<file path="src/rtl/byte_stream_comparator_pkg.sv">
// Shared types and constants for the byte-serial magnitude comparator.
// Holds the control FSM state enum, the one-hot cascade-state encoding
// {lt,et,gt} and the helper that sizes the beat counter.
package byte_stream_comparator_pkg;

    // Control FSM: wait for start, stream beats, present verdict.
    typedef enum logic [1:0] {
        IDLE = 2'd0,
        RUN  = 2'd1,
        DONE = 2'd2
    } state_t;

    // Cascade state packed as {l, e, g}.
    localparam logic [2:0] CASC_LT = 3'b100;
    localparam logic [2:0] CASC_EQ = 3'b010;
    localparam logic [2:0] CASC_GT = 3'b001;

    // Counter must hold 0..BYTES inclusive.
    function automatic int cnt_width(input int bytes);
        return $clog2(bytes + 1);
    endfunction

endpackage

</file>
<file path="src/rtl/byte_stream_comparator_cmp8.sv">
// 8-bit cascaded magnitude comparator; the cascade inputs decide only on a tie.
// Latency: purely combinational, zero cycles.
// Backpressure: none, no storage and no handshake.
//
// Ports:
//   i_a, i_b          operands
//   i_l, i_e, i_g     cascade-in relation from more significant stages
//   o_lt, o_et, o_gt  resulting relation, one-hot when the cascade-in is one-hot
module comparator8 (
    input  logic [7:0] i_a,
    input  logic [7:0] i_b,
    input  logic       i_l,
    input  logic       i_e,
    input  logic       i_g,
    output logic       o_lt,
    output logic       o_et,
    output logic       o_gt
);

    always_comb begin
        o_lt = 1'b0;
        o_et = 1'b0;
        o_gt = 1'b0;
        if (i_a > i_b) begin
            o_gt = 1'b1;
        end else if (i_a < i_b) begin
            o_lt = 1'b1;
        end else begin
            // Bytes tie: pass through whatever the cascade-in says.
            o_lt = i_l;
            o_et = i_e;
            o_gt = i_g;
        end
    end

endmodule

</file>
<file path="src/rtl/byte_stream_comparator.sv">
// Compares two BYTES-wide unsigned operands streamed MSB-first as byte pairs.
// Latency: verdict and done appear the cycle after the last beat is accepted.
// Backpressure: in_ready high only in RUN; in_valid low simply stalls the stream.
//
// Ports:
//   clk, rst_n         clock and asynchronous active-low reset
//   start              starts a comparison, sampled only while idle
//   in_valid/in_ready  beat handshake for a_byte/b_byte
//   a_byte, b_byte     current operand bytes, most significant first
//   busy               high while a comparison is running or completing
//   done               one-cycle pulse; lt/et/gt valid from this cycle
//   lt, et, gt         held verdict A<B / A==B / A>B
//   byte_cnt           beats accepted in the current comparison
module byte_stream_comparator
    import byte_stream_comparator_pkg::*;
#(
    parameter  int BYTES = 4,
    localparam int CNT_W = cnt_width(BYTES)
) (
    input  logic             clk,
    input  logic             rst_n,
    input  logic             start,
    input  logic             in_valid,
    output logic             in_ready,
    input  logic [7:0]       a_byte,
    input  logic [7:0]       b_byte,
    output logic             busy,
    output logic             done,
    output logic             lt,
    output logic             et,
    output logic             gt,
    output logic [CNT_W-1:0] byte_cnt
);

    state_t           r_state;
    state_t           w_state_nxt;
    logic [2:0]       r_casc;
    logic [2:0]       r_res;
    logic [CNT_W-1:0] r_cnt;

    logic             w_byte_lt;
    logic             w_byte_et;
    logic             w_byte_gt;
    logic             w_accept;
    logic             w_last;
    logic [CNT_W-1:0] w_cnt_nxt;
    logic [2:0]       w_casc_nxt;

    // Per-byte relation only; the running relation lives in r_casc.
    comparator8 u_cmp8 (
        .i_a  (a_byte),
        .i_b  (b_byte),
        .i_l  (1'b0),
        .i_e  (1'b1),
        .i_g  (1'b0),
        .o_lt (w_byte_lt),
        .o_et (w_byte_et),
        .o_gt (w_byte_gt)
    );

    assign w_accept  = (r_state == RUN) && in_valid;
    assign w_cnt_nxt = r_cnt + CNT_W'(1);
    assign w_last    = (w_cnt_nxt == CNT_W'(BYTES));

    // Once a more significant byte has decided, later bytes cannot change it.
    assign w_casc_nxt = (r_casc == CASC_EQ) ? {w_byte_lt, w_byte_et, w_byte_gt}
                                            : r_casc;

    always_ff @(posedge clk or negedge rst_n) begin
        if (!rst_n) begin
            r_state <= IDLE;
        end else begin
            r_state <= w_state_nxt;
        end
    end

    always_comb begin
        w_state_nxt = r_state;
        case (r_state)
            IDLE: begin
                if (start) begin
                    w_state_nxt = RUN;
                end
            end
            RUN: begin
                if (w_accept && w_last) begin
                    w_state_nxt = DONE;
                end
            end
            DONE: begin
                w_state_nxt = IDLE;
            end
            default: begin
                w_state_nxt = IDLE;
            end
        endcase
    end

    always_ff @(posedge clk or negedge rst_n) begin
        if (!rst_n) begin
            r_casc <= CASC_EQ;
            r_cnt  <= '0;
            r_res  <= 3'b000;
        end else if ((r_state == IDLE) && start) begin
            r_casc <= CASC_EQ;
            r_cnt  <= '0;
        end else if (w_accept) begin
            r_casc <= w_casc_nxt;
            r_cnt  <= w_cnt_nxt;
            // Load the verdict with the final beat so it is valid alongside done.
            if (w_last) begin
                r_res <= w_casc_nxt;
            end
        end
    end

    // Status outputs decode the state register only: no input-to-output path.
    assign in_ready     = (r_state == RUN);
    assign busy         = (r_state != IDLE);
    assign done         = (r_state == DONE);
    assign {lt, et, gt} = r_res;
    assign byte_cnt     = r_cnt;

endmodule

</file>
<file path="config.mk">
export PLATFORM = sky130hd
export DESIGN_NAME = byte_stream_comparator
export DESIGN_NICKNAME = d
export VERILOG_FILES = /design/src/rtl/byte_stream_comparator_pkg.sv /design/src/rtl/byte_stream_comparator_cmp8.sv /design/src/rtl/byte_stream_comparator.sv
export SDC_FILE = /design/constraint.sdc
export NUM_CORES = 1
export LEC_CHECK = 0
export ABC_CLOCK_PERIOD_IN_PS = 1600
export CAP_MARGIN = 30
export CORE_UTILIZATION = 39
export DETAILED_ROUTE_END_ITERATION = 7
export PLACE_DENSITY = 0.81
export SETUP_SLACK_MARGIN = 0.2
export SYNTH_ARGS = -nofsm -noshare
export SYNTH_HDL_FRONTEND = slang
export SYNTH_SLANG_ARGS = --single-unit
</file>
<file path="constraint.sdc">
create_clock -name clk -period 1.6 [get_ports clk]
set_clock_uncertainty 0.1 [all_clocks]
set_input_delay 0.24 -clock clk [delete_from_list [all_inputs] [get_ports clk]]
set_output_delay 0.24 -clock clk [all_outputs]
set_load 0.05 [all_outputs]
</file>
Word-level counts from Yosys, hierarchy flattened
Index checks and enable logic that the tools add are counted.
Widths: inputs -> output; s select.
{"block": "totals", "output_inout_bits": 9, "in_bits": 20, "register_bits": 11}
{"block": "classes", "n_addsub": 1, "mux": 13, "n_eq_ne": 6, "bitwise_logic": 1, "order_cmp": 2, "n_reduce_logical": 8}
{"cell": "$mux 3", "n": 5}
{"cell": "$gt 8x8->1", "n": 1}
{"cell": "$lt 8x8->1", "n": 1}
{"cell": "$mux 1", "n": 5}
{"cell": "$mux 2", "n": 2}
{"cell": "$pmux 2 s2", "n": 1}
{"cell": "$reduce_bool 2->1", "n": 2}
{"cell": "$add 3x1->3 const B", "n": 1}
{"cell": "$eq 3x2->1 const B", "n": 1}
{"cell": "$eq 3x3->1 const B", "n": 1}
{"cell": "$logic_and 1x1->1", "n": 3}
{"cell": "$reduce_and 3->1", "n": 1}
{"cell": "$eq 2x1->1 const B", "n": 1}
{"cell": "$eq 2x2->1 const B", "n": 1}
{"cell": "$logic_not 2->1", "n": 1}
{"cell": "$ne 2x1->1 const B", "n": 1}
{"cell": "$ne 2x2->1 const B", "n": 1}
{"cell": "$reduce_and 2->1", "n": 1}
{"cell": "$not 1->1", "n": 1}

Longest topological paths before layout
Gate-level depths: netlist of run 1.
{"block": "depth", "word_depth": 6, "mapped_depth": 7, "depth_no_buf": 7}

Modules after synthesis
A second synthesis of run 1 with hierarchy kept.
{"block": "hier_totals", "cells_unflattened": 85, "hier_area_um2": 780.7}
{"module": "byte_stream_comparator", "area_each_um2": 555.5, "cells_per_inst": 53, "n_inst": 1}
{"module": "comparator8", "area_each_um2": 225.2, "cells_per_inst": 32, "n_inst": 1}

Worst setup path after synthesis of run 1
OpenSTA, ideal clock, no wires.
{"block": "synth_path", "path_kind": "register -> register", "startpoint": "register r_cnt[0] (netlist: byte_cnt[0])", "endpoint": "register r_res[2]", "t_required_ns": 1.380, "arrival_ns": 1.770, "stages_incl_launch_ff": 6, "setup_time_ns": 0.120, "slack_ns": -0.389, "path_buffers": 0, "period_less_slack_ns": 1.989, "path_cell_list": "dfrtp_1 > ha_1 > xor2_1 > nand3_4 > mux2_4 > a31o_1"}
{"block": "synth_via", "elab_chain_cells": 3}
{"item": "from (decl)", "line_no": "byte_stream_comparator.sv:39", "rtl": "logic [CNT_W-1:0] r_cnt;"}
{"item": "from (signal assigned)", "line_no": "byte_stream_comparator.sv:109", "rtl": "r_cnt <= w_cnt_nxt;"}
{"item": "$add 3x1->3", "line_no": "byte_stream_comparator.sv:62", "rtl": "assign w_cnt_nxt = r_cnt + CNT_W'(1);"}
{"item": "$eq 3x3->1", "line_no": "byte_stream_comparator.sv:63", "rtl": "assign w_last = (w_cnt_nxt == CNT_W'(BYTES));"}
{"item": "$reduce_and 3->1 (no source line)"}
{"item": "to (signal assigned)", "line_no": "byte_stream_comparator.sv:112", "rtl": "r_res <= w_casc_nxt;"}
{"item": "to (decl)", "line_no": "byte_stream_comparator.sv:38", "rtl": "logic [2:0] r_res;"}
Every way passes these cells.
A chain may end at the register's enable or synchronous reset.

Worst setup path in the final report of run 1
Ends and elaborated chain as after synthesis.

==> results of run 1 <==
==> repair_timing <==
action	in CTS	in global routing
resized for setup	63	19
setup buffers	4	2
gates cloned	0	0
pin swaps	14	3
endpoints found under the setup margin	11	13
==> layer usage <==
| layer | wire length, um | GRT usage, % |
|---|---|---|
| met1 | 937 | 25.8 |
| met5 | 0 | 0 |
| met2 | 1420 | 51.9 |
| met4 | 82 | 12.0 |
| met3 | 130 | 3.14 |
==> state kept, by name, indices dropped and copies added (netlist names) <==
| signal | count |
|---|---|
| r_state | 2 |
| r_res | 3 |
| byte_cnt | 3 |
| r_casc | 3 |
==> cells in the final DEF, fill, tap and decap left out, types with 2 or more instances in the layout <==
| master | Yosys | layout |
|---|---|---|
| ha_4 | 0 | 7 |
| clkdlybuf4s50_1 | 0 | 3 |
| nor2_4 | 0 | 2 |
| buf_4 | 0 | 14 |
| inv_2 | 0 | 6 |
| buf_12 | 0 | 8 |
| ha_1 | 10 | 2 |
| clkdlybuf4s15_1 | 0 | 6 |
| buf_8 | 0 | 2 |
| o21ai_1 | 0 | 4 |
| dfrtp_2 | 0 | 2 |
| nand3_1 | 3 | 2 |
| a21oi_2 | 1 | 4 |
| or3b_4 | 0 | 2 |
| nor2b_4 | 0 | 3 |
| dlygate4sd2_1 | 0 | 3 |
| nand4_1 | 2 | 2 |
| clkbuf_2 | 0 | 4 |
| clkbuf_4 | 0 | 3 |
| buf_6 | 0 | 4 |
| dfrtp_1 | 10 | 8 |
| inv_1 | 10 | 3 |
| nand2_1 | 8 | 8 |
==> worst max-delay path by stage <==
stage                            endpoint               startpoint
floorplan            r_res[2]$_DFFE_PN0P_  byte_cnt[0]$_DFFE_PN0P_
global placement    r_casc[0]$_DFFE_PN0P_                b_byte[1]
detailed placement  r_casc[0]$_DFFE_PN0P_                b_byte[1]
CTS                  r_res[2]$_DFFE_PN0P_  byte_cnt[0]$_DFFE_PN0P_
global route         r_res[2]$_DFFE_PN0P_  byte_cnt[0]$_DFFE_PN0P_
finish               r_res[2]$_DFFE_PN0P_  byte_cnt[0]$_DFFE_PN0P_
==> kinds of logic after synthesis <==
kind of cell	Yosys count	share of synthesized area (%)
simple gates	27	20.8
compound gates	17	17.7
buf+inv	11	5.47
flops	11	35.6
fa+ha+maj	10	16.1
mux	2	3.22
xor+xnor	1	1.13
==> metrics by stage <==
stage	cell area (um^2)	setup WS, ns	utilization [%]	cells	TNS (ns)
6_report	1550	-0.0315	86.1	153	-0.0378
5_1_grt	1550	-0.0776	86.1	153	-0.230
4_1_cts	1510	-0.0585	83.7	151	-0.0812
3_5_place_dp	1310	-0.677	72.9	143	-3.79
3_3_place_gp	1310	-0.588	72.9	143	-3.45
2_1_floorplan	846	-0.134	-	79	-0.134
==> report_power, final <==
group          total, uW  leakage [uW]  switching (uW)  internal [uW]
clock                200     0.0000150             103           97.0
sequential           568      0.000135             164            404
combinational       1620      0.000533             783            838
==> cell type report <==
| cell class | count | area share, % |
|---|---|---|
| Timing Repair Buffer | 46 | 31.8 |
| Clock buffer | 4 | 1.69 |
| Inverter | 10 | 3.23 |
| Sequential cell | 11 | 18.0 |
| Tap cell | 25 | 2.02 |
| Multi-Input combinational cell | 57 | 43.3 |
==> critical path: stages (launching register included) <==
cell     delay, ns
dfrtp_2       0.43
ha_4          0.19
xor2_4        0.18
nand3_4       0.12
mux2_4        0.32
a31o_1        0.19
==> metrics.cfg, run 1 <==
[floorplanning]
initial_core_util_pct = 43.1
io_pins = 29
die_x_um = 46.6
fp-row-count = 15
die_height_um = 46.6
dieArea_mm2 = 0.00217
core_mm2 = 0.00180

[yosys]
ys.flop_type = dfrtp_1
synth_top_cell_by_area = dfrtp_1
ys_top_cells_by_area = dfrtp_1 32%, ha_1 16%, inv_1 4.8%
synth_area_per_cell_um2 = 9.84
async_flop_share_pct = 100
synth_common_cells = 10 x dfrtp_1, 10 x ha_1, 10 x inv_1
synth_edf_count = 0
yosys_warnings = 0
yosys.cell_types.count = 30
ys_ff_latch = 11
yosys.area.top_type_share_pct = 32.2
synth.cell_area_um2 = 777
synth_seq_area_share_pct = 35.6
syn-num-nets = 109
netlist_instances = 79

[final_layout]
multi_input_area_um2 = 672
nNetsFinal = 159
fillers = 95
drive_gt1_share_pct = 63.3
seqCellArea_um2 = 279
area_growth_pct = 99.7
diodes = 0

[critical_path]
critPathLaunchType = flop
cp_max_fo = 5
rr_worst_depth = 5
crit_path_end_kind = flop
r2r_start = byte_cnt[0]$_DFFE_PN0P_
worst_ep_arrival_time_ns = 1.70
r2r_end = r_res[2]$_DFFE_PN0P_
cp.required_ns = 1.67
critPathKind = reg2reg
r2r_slack_ns = -0.03

[cts]
clock-sinks = 11
h-tree-depth = 1
clock_latency_ns = 0.28
clockBufferDepth = 2
clkTransAtPathRegs_ns = 0.07
ctsHoldBuffers = 0
cts-root-buf = clkbuf_4
cts_tree = done
cts_buffers = 3

[drt]
wirelength_um = 2570
vias = 841
wl_per_cell_um = 16.8
via_per_inst = 5.50
first_iter_violations = 29
drtAntennaViolNets = 0
dr.pass1.iters = 4
drc_errors = 0

[timing]
fmax_mhz = 613
max_slew_margin_pct = 66.5
fin_ws_ns = -0.0315
timing.final.crit_share_pct = 102
slew_violations = 0
finalSetupViolCount = 2
whs_ns = 0.190
worstMarginPinSlew_ns = 0.501
rsz0062_at_grt = yes
hold_viol = 0
period_minus_slack_ns = 1.63

[power_and_ir_drop]
finalPower_uw = 2390
p_leak_uw = 0.000683
peakVddDrop_mv = 0.996
powerDensity_mw_per_mm2 = 1540

[placed_design]
place_congestion = 0.737
portBuffers = 28
dpl.hpwl_um = 1630

[run]
maxCapViolations = 0

[global_route]
overflow = 0
grt_pass1_vias = 878
grt_usage_pct = 26.0
grt_pass1_wl_um = 3890
antenna_found_initial = 0
grt_max_degree = 12

[run_status]
status = finished with violations
failed_checks = setup timing

[min_path]
holdCritPathClass = in2async

Note: power is estimated with default switching activity, not from simulation.
==> run 2, diff against run 1 <==
SYNTH_HIERARCHICAL = 1   (was unset)
==> run 2 against run 1 <==
Global-route usage is 4.6 points lower. Highest routed layer unchanged. Synthesized area grew 0.48%. The flow now finishes without violations. Clock power shrank 10%. Hold slack improved by 0.0029 ns. Critical endpoint is now r_res[1]$_DFFE_PN0P_. Total power down 9.3%.
==> metrics.cfg, run 2 <==
[run_status]
status = finished clean

[yosys]
ys_top_cells_by_area = dfrtp_1 32%, ha_1 16%, inv_1 6.3%
synth_area_per_cell_um2 = 9.19  ; -6.6%
yosysMostFrequentCell = inv_1
ys_ff_latch = 11  ; unchanged
yosys.cell_types.count = 32  ; +6.7%
yosys.area.top_type_share_pct = 32.1  ; -0.15 points
netlist_instances = 85  ; +7.6%
async_flop_share_pct = 100  ; unchanged
synth_edf_count = 0  ; unchanged
synth_top_cell_by_area = dfrtp_1
synth_common_cells = 13 x inv_1, 10 x dfrtp_1, 10 x ha_1
synth_seq_area_share_pct = 35.4  ; -0.17 points
synth.cell_area_um2 = 781  ; +0.48%
ys.flop_type = dfrtp_1
yosys_warnings = 6  ; +6

[power_and_ir_drop]
peakVddDrop_mv = 1.26  ; +27%
power.internal_uw = 1200  ; -10%
power_frac_seq_pct = 26.5  ; +2.7 points
combPwrFrac_pct = 65.2  ; -2.6 points
p_leak_uw = 0.000630  ; -7.8%
pwr-share-clk_pct = 8.3  ; about the same
powerDensity_mw_per_mm2 = 1500  ; -2.4%
power_switching_uw = 964  ; -8.2%
swShare_pct = 44.5  ; +0.54 points

[cts]
ctsHoldBuffers = 0  ; unchanged
h-tree-depth = 1  ; unchanged
clock_latency_ns = 0.26  ; -0.02 ns
clkTransAtPathRegs_ns = 0.06  ; about the same
cts-root-buf = clkbuf_4
cts_buffers = 3  ; unchanged
clockBufferDepth = 2  ; unchanged
clock-sinks = 11  ; unchanged
cts_tree = done

[drt]
first_iter_violations = 7  ; -76%
via_per_inst = 4.94  ; -10%
vias = 761  ; -9.5%
wirelength_um = 2030  ; -21%
wl_per_cell_um = 13.2  ; -21%
drc_errors = 0  ; unchanged
dr.pass1.iters = 4  ; unchanged
drtAntennaViolNets = 0  ; unchanged

[global_route]
grt_max_degree = 12  ; unchanged
overflow = 0  ; unchanged
grt_usage_pct = 21.4  ; -4.6 points
busiest_layer = met2
grt_use_met3_pct = 6.54  ; +3.4 points
grt_use_met1_pct = 24.6  ; -1.2 points
grtUsageMet2_pct = 39.2  ; -13 points
antenna_found_initial = 0  ; unchanged
grt_pass1_vias = 795  ; -9.5%
grt_pass1_wl_um = 3250  ; -16%

[timing]
fmax_mhz = 638  ; +4.1%
slew_violations = 0  ; unchanged
rsz0062_at_grt = yes
timing.final.crit_share_pct = 98.0  ; -4.0 points
finalSetupViolCount = 0  ; -2
period_minus_slack_ns = 1.57  ; -0.0636 ns
hold_viol = 0  ; unchanged
fin_ws_ns = 0.0321  ; +0.0636 ns

[placed_design]
place_inst = 145  ; +1.4%
dpl.hpwl_um = 1550  ; -4.7%
place_congestion = 0.828  ; +12%
pre_cts_ws_ns = -0.797  ; -0.119 ns
post_dp_cell_area_mm2 = 0.00128  ; -2.8%
portBuffers = 28  ; unchanged

[final_layout]
area_growth_pct = 84.6
drive_gt1_share_pct = 55.0  ; -8.2 points
nNetsFinal = 160  ; +0.63%
final_cell_count_no_fill = 154  ; +0.65%
mostFrequentLayoutCells = 15 x buf_4, 8 x dfrtp_1, 7 x ha_4, 7 x buf_12, 6 x inv_1
seqCellArea_um2 = 279  ; unchanged
multi_input_area_um2 = 613  ; -8.8%
diodes = 0  ; unchanged
fillers = 119  ; +25%
layout_commonest_cell = buf_4
finish.instance_area_mm2 = 0.00144  ; -7.1%

[min_path]
holdCritPathClass = in2async

[critical_path]
worst_ep_arrival_time_ns = 1.62  ; -0.08 ns
path_buf_inv = 2  ; +2
crit_path_max_incr_delay_ns = 0.25  ; -0.18 ns
critPathLaunchType = input port
crit_slowest_cell = mux2_4
r2r_start = byte_cnt[1]$_DFFE_PN0P_
path_delay_family = compound AO/OA/AOI/OAI gates
path_cells = buf_8 > inv_12 > ha_4 > nor2b_1 > o211ai_1 > a21o_1 > a21oi_2 > o31a_1 > mux2_4
cp.required_ns = 1.65  ; -0.02 ns
cp_max_fo = 3  ; -2
cp-startpoint = b_byte[1]
critPathKind = in2reg
crit_path_end_kind = flop

[floorplanning]
core_mm2 = 0.00180  ; unchanged
io_pins = 29  ; unchanged
initial_core_util_pct = 43.3  ; +0.21 points
dieArea_mm2 = 0.00218  ; +0.45%
die_height_um = 46.7  ; +0.23%
fp-row-count = 15  ; unchanged
die_x_um = 46.7  ; +0.23%

[run]
maxCapViolations = 0  ; unchanged

run 2: timing repair:
item,4_1_cts,5_1_grt
pin swaps,21,13
hold endpoints to repair,0,0
setup buffers,2,3
resized for setup,73,5
setup endpoints to repair,9,11
run 2: cells by family (layout without fill, tap and decap cells):
kind of cell / after synthesis / in the layout / share of synthesized area, %
other: 2 / 3 / 0.962
buffers and inverters: 15 / 58 / 9.13
multiplexers: 2 / 2 / 3.20
AO/OA/AOI/OAI: 19 / 19 / 16.2
flip-flops: 11 / 11 / 35.4
XOR/XNOR: 2 / 2 / 2.24
adder cells (fa/ha/maj): 10 / 10 / 16.0
AND/OR/NAND/NOR: 24 / 24 / 16.8
run 2: area by class of cell:
| cell class | instances | share of cell area [%] |
|---|---|---|
| clock buffers | 4 | 1.82 |
| inverters | 13 | 4.43 |
| well taps | 25 | 2.17 |
| flip-flops and latches | 11 | 19.4 |
| repair buffers | 41 | 29.7 |
| multi-input cells | 60 | 42.5 |
run 2: final timing paths:
| path | endpoint | slack (ns) | cells past startpoint |
|---|---|---|---|
| hold / removal | r_res[0]$_DFFE_PN0P_ | 0.19 | 1 |
| setup reg to reg | r_res[1]$_DFFE_PN0P_ | 0.06 | 4 |
| hold reg to reg | r_casc[1]$_DFFE_PN1P_ | 0.41 | 2 |
| setup / recovery | r_res[1]$_DFFE_PN0P_ | 0.03 | 9 |
| min in group clk | r_casc[1]$_DFFE_PN1P_ | 0.41 | 2 |
| max in group asynchronous | r_casc[1]$_DFFE_PN1P_ | 0.86 | 1 |
run 2: routing by layer:
metal  vias up  share of wire (%)
met5         -                  0
met4         0                1.1
met3         4                4.0
met2        13                 54
met1       367                 41
li1        377                  -
run 2: through the flow:
step	TNS (ns)	hold WS (ns)	utilization, %	power [uW]
after floorplan	-0.100	-0.156	-	1240
after global placement	-3.92	0.391	70.9	1760
after detailed placement	-4.22	0.395	70.9	1810
after CTS	-0.0153	0.203	77.5	2100
after global routing	-0.0264	0.231	80.0	2310
final	0	0.193	80.0	2170
run 2: power groups by stage:
stage	combinational, uW	sequential (uW)	clock [uW]
2_1_floorplan	473	763	0
3_3_place_gp	1230	532	0
3_5_place_dp	1270	541	0
4_1_cts	1360	553	188
5_1_grt	1510	590	205
6_report	1410	574	180
